--- src/rtl/riscv_pipe_pkg.sv ---
// Shared types and constants for the 5-stage pipeline control logic.
//   pipe_state_e : hazard controller FSM states
//   FWD_*        : EX operand forwarding selects
//   REG_X0       : hard-wired zero register index
package riscv_pipe_pkg;

  typedef enum logic [0:0] {
    RUN      = 1'b0,
    MEM_WAIT = 1'b1
  } pipe_state_e;

  localparam logic [1:0] FWD_REG = 2'b00;
  localparam logic [1:0] FWD_WB  = 2'b01;
  localparam logic [1:0] FWD_MEM = 2'b10;

  localparam logic [4:0] REG_X0 = 5'd0;

endpackage

--- src/rtl/pipeline_hazard_ctrl_if.sv ---
// Hazard-control bundle between the pipeline datapath and pipeline_hazard_ctrl.
//   master : datapath side (drives stage register indices and memory status,
//            receives enables, flushes, forwarding selects and counters)
//   slave  : hazard controller side
interface pipeline_hazard_ctrl_if #(
  parameter int unsigned CNT_W = 32
);
  logic [4:0]       id_rs1, id_rs2;
  logic             id_uses_rs1, id_uses_rs2;
  logic [4:0]       ex_rs1, ex_rs2, ex_rd;
  logic             ex_mem_read, ex_branch_taken;
  logic [4:0]       mem_rd, wb_rd;
  logic             mem_reg_write, wb_reg_write;
  logic             dmem_req, dmem_ready;
  logic             pc_we, if_id_we, id_ex_we, ex_mem_we, mem_wb_we;
  logic             if_id_flush, id_ex_flush;
  logic [1:0]       fwd_a, fwd_b;
  logic [CNT_W-1:0] stall_cycles, flush_count;
  logic             mem_timeout;

  modport master (
    output id_rs1, id_rs2, id_uses_rs1, id_uses_rs2, ex_rs1, ex_rs2, ex_rd,
           ex_mem_read, ex_branch_taken, mem_rd, wb_rd, mem_reg_write, wb_reg_write,
           dmem_req, dmem_ready,
    input  pc_we, if_id_we, id_ex_we, ex_mem_we, mem_wb_we, if_id_flush, id_ex_flush,
           fwd_a, fwd_b, stall_cycles, flush_count, mem_timeout
  );

  modport slave (
    input  id_rs1, id_rs2, id_uses_rs1, id_uses_rs2, ex_rs1, ex_rs2, ex_rd,
           ex_mem_read, ex_branch_taken, mem_rd, wb_rd, mem_reg_write, wb_reg_write,
           dmem_req, dmem_ready,
    output pc_we, if_id_we, id_ex_we, ex_mem_we, mem_wb_we, if_id_flush, id_ex_flush,
           fwd_a, fwd_b, stall_cycles, flush_count, mem_timeout
  );

endinterface

--- src/rtl/sat_counter.sv ---
// Saturating up-counter for performance statistics.
//   clk   : clock
//   rst   : asynchronous active-high reset, clears count
//   inc   : increment request for this cycle
//   count : current value, holds at all-ones
module sat_counter #(
  parameter int unsigned W = 32
) (
  input  logic         clk,
  input  logic         rst,
  input  logic         inc,
  output logic [W-1:0] count
);

  logic [W-1:0] r_count;

  always_ff @(posedge clk or posedge rst) begin
    if (rst) begin
      r_count <= '0;
    end else if (inc && !(&r_count)) begin
      r_count <= r_count + 1'b1;
    end
  end

  assign count = r_count;

endmodule

--- src/rtl/pipeline_hazard_ctrl.sv ---
// Central hazard/stall controller for the 5-stage pipeline.
//   clk, rst : clock, asynchronous active-high reset
//   hz       : hazard bundle (slave) - stage register indices, memory status in;
//              register write enables, bubble flushes, forwarding selects,
//              stall/flush counters and sticky memory-timeout flag out
module pipeline_hazard_ctrl
  import riscv_pipe_pkg::*;
#(
  parameter int unsigned MEM_TIMEOUT = 255,
  parameter int unsigned CNT_W       = 32
) (
  input  logic                   clk,
  input  logic                   rst,
  pipeline_hazard_ctrl_if.slave  hz
);

  // One spare bit so the saturating wait counter can pass MEM_TIMEOUT.
  localparam int unsigned WaitW = $clog2(MEM_TIMEOUT + 1) + 1;

  pipe_state_e      r_state;
  logic [WaitW-1:0] r_wait_cnt;
  logic             r_mem_timeout;

  logic [WaitW-1:0] w_wait_next;
  logic             w_freeze, w_load_use, w_flush_inc;
  logic             w_pc_we, w_if_id_we, w_id_ex_we, w_ex_mem_we, w_mem_wb_we;
  logic             w_if_id_flush, w_id_ex_flush;

  // Once in MEM_WAIT the access is outstanding even if dmem_req drops.
  assign w_freeze = ~hz.dmem_ready & (hz.dmem_req | (r_state == MEM_WAIT));

  assign w_load_use = hz.ex_mem_read && (hz.ex_rd != REG_X0) &&
                      ((hz.id_uses_rs1 && (hz.id_rs1 == hz.ex_rd)) ||
                       (hz.id_uses_rs2 && (hz.id_rs2 == hz.ex_rd)));

  assign w_wait_next = (r_state == RUN) ? WaitW'(1) :
                       (&r_wait_cnt)    ? r_wait_cnt : r_wait_cnt + 1'b1;

  always_ff @(posedge clk or posedge rst) begin
    if (rst) begin
      r_state       <= RUN;
      r_wait_cnt    <= '0;
      r_mem_timeout <= 1'b0;
    end else if (w_freeze) begin
      r_state    <= MEM_WAIT;
      r_wait_cnt <= w_wait_next;
      if (w_wait_next == WaitW'(MEM_TIMEOUT)) begin
        r_mem_timeout <= 1'b1;
      end
    end else begin
      r_state    <= RUN;
      r_wait_cnt <= '0;
    end
  end

  // Priority: reset, memory freeze, taken branch, load-use, normal.
  always_comb begin
    w_pc_we       = 1'b1;
    w_if_id_we    = 1'b1;
    w_id_ex_we    = 1'b1;
    w_ex_mem_we   = 1'b1;
    w_mem_wb_we   = 1'b1;
    w_if_id_flush = 1'b0;
    w_id_ex_flush = 1'b0;
    w_flush_inc   = 1'b0;
    if (rst || w_freeze) begin
      w_pc_we     = 1'b0;
      w_if_id_we  = 1'b0;
      w_id_ex_we  = 1'b0;
      w_ex_mem_we = 1'b0;
      w_mem_wb_we = 1'b0;
    end else if (hz.ex_branch_taken) begin
      w_if_id_flush = 1'b1;
      w_id_ex_flush = 1'b1;
      w_flush_inc   = 1'b1;
    end else if (w_load_use) begin
      // Hold PC and IF/ID, bubble into EX; the load itself moves on.
      w_pc_we       = 1'b0;
      w_if_id_we    = 1'b0;
      w_id_ex_flush = 1'b1;
    end
  end

  always_comb begin
    hz.fwd_a = FWD_REG;
    if (hz.mem_reg_write && (hz.mem_rd != REG_X0) && (hz.mem_rd == hz.ex_rs1)) begin
      hz.fwd_a = FWD_MEM;
    end else if (hz.wb_reg_write && (hz.wb_rd != REG_X0) && (hz.wb_rd == hz.ex_rs1)) begin
      hz.fwd_a = FWD_WB;
    end
  end

  always_comb begin
    hz.fwd_b = FWD_REG;
    if (hz.mem_reg_write && (hz.mem_rd != REG_X0) && (hz.mem_rd == hz.ex_rs2)) begin
      hz.fwd_b = FWD_MEM;
    end else if (hz.wb_reg_write && (hz.wb_rd != REG_X0) && (hz.wb_rd == hz.ex_rs2)) begin
      hz.fwd_b = FWD_WB;
    end
  end

  assign hz.pc_we       = w_pc_we;
  assign hz.if_id_we    = w_if_id_we;
  assign hz.id_ex_we    = w_id_ex_we;
  assign hz.ex_mem_we   = w_ex_mem_we;
  assign hz.mem_wb_we   = w_mem_wb_we;
  assign hz.if_id_flush = w_if_id_flush;
  assign hz.id_ex_flush = w_id_ex_flush;
  assign hz.mem_timeout = r_mem_timeout;

  sat_counter #(
    .W (CNT_W)
  ) u_stall_cnt (
    .clk   (clk),
    .rst   (rst),
    .inc   (~w_pc_we),
    .count (hz.stall_cycles)
  );

  sat_counter #(
    .W (CNT_W)
  ) u_flush_cnt (
    .clk   (clk),
    .rst   (rst),
    .inc   (w_flush_inc),
    .count (hz.flush_count)
  );

endmodule

--- src/flat_wrapper.sv ---
// flat-port wrapper written by rule: the top's interface ports become plain ports
module pipeline_hazard_ctrl_flat import riscv_pipe_pkg::*;
#(
  parameter int unsigned MEM_TIMEOUT = 255,
  parameter int unsigned CNT_W       = 32
)
  (clk, rst, hz_id_rs1, hz_id_rs2, hz_id_uses_rs1, hz_id_uses_rs2, hz_ex_rs1, hz_ex_rs2, hz_ex_rd, hz_ex_mem_read, hz_ex_branch_taken, hz_mem_rd, hz_wb_rd, hz_mem_reg_write, hz_wb_reg_write, hz_dmem_req, hz_dmem_ready, hz_pc_we, hz_if_id_we, hz_id_ex_we, hz_ex_mem_we, hz_mem_wb_we, hz_if_id_flush, hz_id_ex_flush, hz_fwd_a, hz_fwd_b, hz_stall_cycles, hz_flush_count, hz_mem_timeout);
  pipeline_hazard_ctrl_if #(.CNT_W(CNT_W)) hz_i ();
  input  logic clk;
  input  logic rst;
  input wire logic [$bits(hz_i.id_rs1)-1:0] hz_id_rs1;
  input wire logic [$bits(hz_i.id_rs2)-1:0] hz_id_rs2;
  input wire logic [$bits(hz_i.id_uses_rs1)-1:0] hz_id_uses_rs1;
  input wire logic [$bits(hz_i.id_uses_rs2)-1:0] hz_id_uses_rs2;
  input wire logic [$bits(hz_i.ex_rs1)-1:0] hz_ex_rs1;
  input wire logic [$bits(hz_i.ex_rs2)-1:0] hz_ex_rs2;
  input wire logic [$bits(hz_i.ex_rd)-1:0] hz_ex_rd;
  input wire logic [$bits(hz_i.ex_mem_read)-1:0] hz_ex_mem_read;
  input wire logic [$bits(hz_i.ex_branch_taken)-1:0] hz_ex_branch_taken;
  input wire logic [$bits(hz_i.mem_rd)-1:0] hz_mem_rd;
  input wire logic [$bits(hz_i.wb_rd)-1:0] hz_wb_rd;
  input wire logic [$bits(hz_i.mem_reg_write)-1:0] hz_mem_reg_write;
  input wire logic [$bits(hz_i.wb_reg_write)-1:0] hz_wb_reg_write;
  input wire logic [$bits(hz_i.dmem_req)-1:0] hz_dmem_req;
  input wire logic [$bits(hz_i.dmem_ready)-1:0] hz_dmem_ready;
  output wire logic [$bits(hz_i.pc_we)-1:0] hz_pc_we;
  output wire logic [$bits(hz_i.if_id_we)-1:0] hz_if_id_we;
  output wire logic [$bits(hz_i.id_ex_we)-1:0] hz_id_ex_we;
  output wire logic [$bits(hz_i.ex_mem_we)-1:0] hz_ex_mem_we;
  output wire logic [$bits(hz_i.mem_wb_we)-1:0] hz_mem_wb_we;
  output wire logic [$bits(hz_i.if_id_flush)-1:0] hz_if_id_flush;
  output wire logic [$bits(hz_i.id_ex_flush)-1:0] hz_id_ex_flush;
  output wire logic [$bits(hz_i.fwd_a)-1:0] hz_fwd_a;
  output wire logic [$bits(hz_i.fwd_b)-1:0] hz_fwd_b;
  output wire logic [$bits(hz_i.stall_cycles)-1:0] hz_stall_cycles;
  output wire logic [$bits(hz_i.flush_count)-1:0] hz_flush_count;
  output wire logic [$bits(hz_i.mem_timeout)-1:0] hz_mem_timeout;
  assign hz_i.id_rs1 = hz_id_rs1;
  assign hz_i.id_rs2 = hz_id_rs2;
  assign hz_i.id_uses_rs1 = hz_id_uses_rs1;
  assign hz_i.id_uses_rs2 = hz_id_uses_rs2;
  assign hz_i.ex_rs1 = hz_ex_rs1;
  assign hz_i.ex_rs2 = hz_ex_rs2;
  assign hz_i.ex_rd = hz_ex_rd;
  assign hz_i.ex_mem_read = hz_ex_mem_read;
  assign hz_i.ex_branch_taken = hz_ex_branch_taken;
  assign hz_i.mem_rd = hz_mem_rd;
  assign hz_i.wb_rd = hz_wb_rd;
  assign hz_i.mem_reg_write = hz_mem_reg_write;
  assign hz_i.wb_reg_write = hz_wb_reg_write;
  assign hz_i.dmem_req = hz_dmem_req;
  assign hz_i.dmem_ready = hz_dmem_ready;
  assign hz_pc_we = hz_i.pc_we;
  assign hz_if_id_we = hz_i.if_id_we;
  assign hz_id_ex_we = hz_i.id_ex_we;
  assign hz_ex_mem_we = hz_i.ex_mem_we;
  assign hz_mem_wb_we = hz_i.mem_wb_we;
  assign hz_if_id_flush = hz_i.if_id_flush;
  assign hz_id_ex_flush = hz_i.id_ex_flush;
  assign hz_fwd_a = hz_i.fwd_a;
  assign hz_fwd_b = hz_i.fwd_b;
  assign hz_stall_cycles = hz_i.stall_cycles;
  assign hz_flush_count = hz_i.flush_count;
  assign hz_mem_timeout = hz_i.mem_timeout;
  pipeline_hazard_ctrl #(.MEM_TIMEOUT(MEM_TIMEOUT), .CNT_W(CNT_W)) u_core (.clk(clk), .rst(rst), .hz(hz_i));
endmodule
--- config.mk ---
export PLATFORM = sky130hd
export DESIGN_NAME = pipeline_hazard_ctrl_flat
export DESIGN_NICKNAME = d
export VERILOG_FILES = /design/src/rtl/riscv_pipe_pkg.sv /design/src/rtl/pipeline_hazard_ctrl_if.sv /design/src/rtl/sat_counter.sv /design/src/rtl/pipeline_hazard_ctrl.sv /design/src/flat_wrapper.sv
export SDC_FILE = /design/constraint.sdc
export NUM_CORES = 1
export LEC_CHECK = 0
export ABC_CLOCK_PERIOD_IN_PS = 2700
export BUFFER_PORTS_ARGS = -buffer_cell sky130_fd_sc_hd__clkbuf_2
export CAP_MARGIN = 20
export CORE_MARGIN = 1
export CORE_UTILIZATION = 31
export CTS_CLUSTER_DIAMETER = 200
export DETAILED_ROUTE_END_ITERATION = 10
export PLACE_DENSITY = 0.55
export SYNTH_ARGS = -nofsm -noshare
export SYNTH_HDL_FRONTEND = slang
export SYNTH_SLANG_ARGS = --single-unit
--- constraint.sdc ---
create_clock -name clk -period 2.7 [get_ports clk]
set_input_delay 0.27 -clock clk [delete_from_list [all_inputs] [get_ports clk]]
set_output_delay 0.27 -clock clk [all_outputs]
set_load 0.1 [all_outputs]
==> results_dict.tcl <==
set metrics [dict create \
    clk_latency_ns 0.34 \
    fin_ws_ns 0.428 \
    p_total_w 0.00415 \
    grt_max_degree 44 \
    antenna_found_initial 0 \
    drc 0 \
    dpl.hpwl_mm 7.47 \
    finalMaxSlewViolations 0 \
    switching_share 0.425 \
    ant_nets 0 \
    status "completed" \
    crit_chain "clkbuf_2 -> or4_1 -> o21ai_1 -> nor4_4 -> nor4_4 -> clkbuf_2" \
    drtIter0Drc 141 \
    syn_inst 403 \
    filler_cell_count 1273 \
    firstDrtPassIters 4 \
    slowest_stage "or4_1" \
    max_freq_mhz 440 \
    synth_top_area_frac 0.456 \
    postSynthAreaPerCell_um2 10.2 \
    hold_buffers 0 \
    clkTransAtPathRegs_ns 0.06 \
    fin_setup_tns_ns 0 \
    die_width_um 117 \
    ys.flop_type "dfrtp_1" \
    syn2layout_area_growth_pct 29.1 \
    post-route-period-util 0.841 \
    required_ns 2.43 \
    hold_class "in2async" \
    post-cts-setup-buffers 0 \
    post_cts_resized 0 \
    yosysTopAreaCell "dfrtp_1" \
    leakage_nw 2.52 \
    clock_skew_ns 0.00694 \
    clock_sinks 75 \
    layout-drive-gt1-share 0.315 \
    p_int_w 0.00239 \
    ys_warn_count 0 \
    synth-edff-count 0 \
    worstPathMaxFanout 3 \
    cts_max_level 3 \
    portBuffers 120 \
    yosysMostFrequentCell "dfrtp_1" \
    netlist_area_mm2 0.00412 \
    grt_setup_unrepaired "no" \
    wl_per_cell_um 13.8 \
    vias 3356 \
    final_nets 576 \
    maxCapViolCount 0 \
    seq_area_mm2 0.00188 \
    rows 41 \
    hold_viol_final 0 \
    worstSetupStartpointType "input port" \
    worst_setup_path_end_kind "output port" \
    grt_pass1_wl_mm 15.7 \
    worstPathArrival_ns 2.00 \
    core_area_mm2 0.0128 \
    netSwitchingPower_w 0.00176 \
    cts-buffers-inserted 9 \
    grt_util_all_layers 0.150 \
    p_clk_frac 0.331 \
    p_comb_frac 0.334 \
    seq_area_frac_synth 0.456 \
    power.density_mw_per_mm2 780 \
    critical_path_class "in2out" \
    sequentialPowerShare 0.335 \
    dpl_worst_slack_ns 0.403 \
    dieHeight_um 117 \
    tritoncts "built" \
    gp_congestion 0.795 \
    wl_mm 9.76 \
    multiInputGateArea_mm2 0.00219 \
    slowest_delay_ns 0.52 \
    io_pins 121 \
    stdcell_area_mm2 0.00532 \
    ys_top_cells_by_count "dfrtp_1 (75), xor2_1 (52), xnor2_1 (44), nand2_1 (36), nor3_1 (28)" \
    ys_ff_latch 75 \
    synth_cell_types 56 \
    setup_violations 0 \
    synth_area_leaders "dfrtp_1 (46%), xor2_1 (11%), xnor2_1 (9.4%), nor3_1 (3.4%), nand2_1 (3.3%)" \
    irDropWorstVdd_uv 908 \
    hold_ws_ns 0.0722 \
    async_reset_ff_frac 1.00 \
    fin_crit_ns 2.27 \
    placed_cell_area_mm2 0.00497 \
    cts.path.max_buffers 2 \
    diodes 0 \
    grt_pass1_vias 3273 \
    start_util 0.322 \
    worst_slew_pin_slew_ns 0.792 \
    die-area_mm2 0.0138 \
    cts-root-buf "clkbuf_16" \
    synth_nets 451 \
    vias_per_cell 4.76 \
    grt.overflow.total 0 \
    slew_headroom 0.471 \
]
==> per-stage QoR <==
step | cells | utilization
2_1_floorplan | 403 | -
3_3_place_gp | 689 | 0.389
3_5_place_dp | 689 | 0.389
4_1_cts | 705 | 0.416
5_1_grt | 705 | 0.416
6_report | 705 | 0.416
==> layer usage <==
| layer | vias to the layer above | GRT usage | wire length [µm] |
|---|---|---|---|
| li1 | 1675 | - | - |
| met1 | 1593 | 0.181 | 4320 |
| met2 | 77 | 0.249 | 4700 |
| met3 | 11 | 0.0422 | 591 |
| met4 | 0 | 0.0650 | 148 |
| met5 | - | 0 | 0 |
==> final cells by class <==
| class | count | area share |
|---|---|---|
| inverter | 15 | 0.0113 |
| timing repair buffer | 123 | 0.120 |
| clock inverter | 7 | 0.0219 |
| sequential | 75 | 0.353 |
| tap | 172 | 0.0405 |
| multi-input combinational | 304 | 0.411 |
| clock buffer | 9 | 0.0424 |
==> power by group through the flow <==
stage | sequential [W] | combinational [W] | clock (W)
2_1_floorplan | 0.00217 | 0.000363 | 0
3_5_place_dp | 0.00141 | 0.00140 | 0
4_1_cts | 0.00139 | 0.00140 | 0.00142
6_report | 0.00139 | 0.00138 | 0.00138
3_3_place_gp | 0.00140 | 0.00139 | 0
5_1_grt | 0.00141 | 0.00145 | 0.00146
==> cell usage in the layout, fill, tap and decap left out, types with 3 or more instances in the layout <==
master,n
or4_1,5
xor2_1,52
clkbuf_16,9
nor4_2,4
xnor2_1,44
nand4_1,17
nand3_1,24
o21ai_0,5
nor3_1,28
bufinv_16,3
nand2_1,36
and4_1,4
nor2_1,22
nor4_4,5
a31oi_1,3
ha_1,3
clkbuf_2,120
inv_1,12
and3_1,5
nor4_1,4
dfrtp_1,75
a21oi_1,6
==> state kept, by name, summed over array words and instances, names as in the netlist <==
name,cells
u_core.u_stall_cnt.count,32
u_core.r_state,1
u_core.hz.mem_timeout,1
u_core.u_flush_cnt.count,32
u_core.r_wait_cnt,9
==> cell families (layout without fill, tap and decap cells) <==
kind of cell	after synthesis	after routing	synth area share
simple gates	174	174	0.247
xor+xnor	96	96	0.204
flops	75	75	0.456
compound gates	30	30	0.0522
buf+inv	24	154	0.0295
fa+ha+maj	3	3	0.00911
mux	1	1	0.00273
==> critical path, delay by kind of cell <==
family	cells	cell delay, ns
and+or+nand+nor	3	0.76
buffers and inverters	2	0.61
AOI/OAI and AO/OA	1	0.36
==> final timing paths <==
path	from	to	depth (start not counted)	slack (ns)
max in group asynchronous	rst	u_core.u_stall_cnt.count[9]	3	1.94
worst max-delay path	hz_mem_rd[0]	hz_fwd_a[0]	6	0.43
worst min-delay path	rst	u_core.u_flush_cnt.count[31]	2	0.07
worst max register to register	u_core.u_flush_cnt.count[0]	u_core.u_flush_cnt.count[31]	6	0.44
worst min register to register	u_core.u_flush_cnt.count[26]	u_core.u_flush_cnt.count[26]	1	0.49
min in group clk	hz_dmem_ready	u_core.r_wait_cnt[2]	4	0.23
Note: power is estimated with default switching activity, not from simulation.
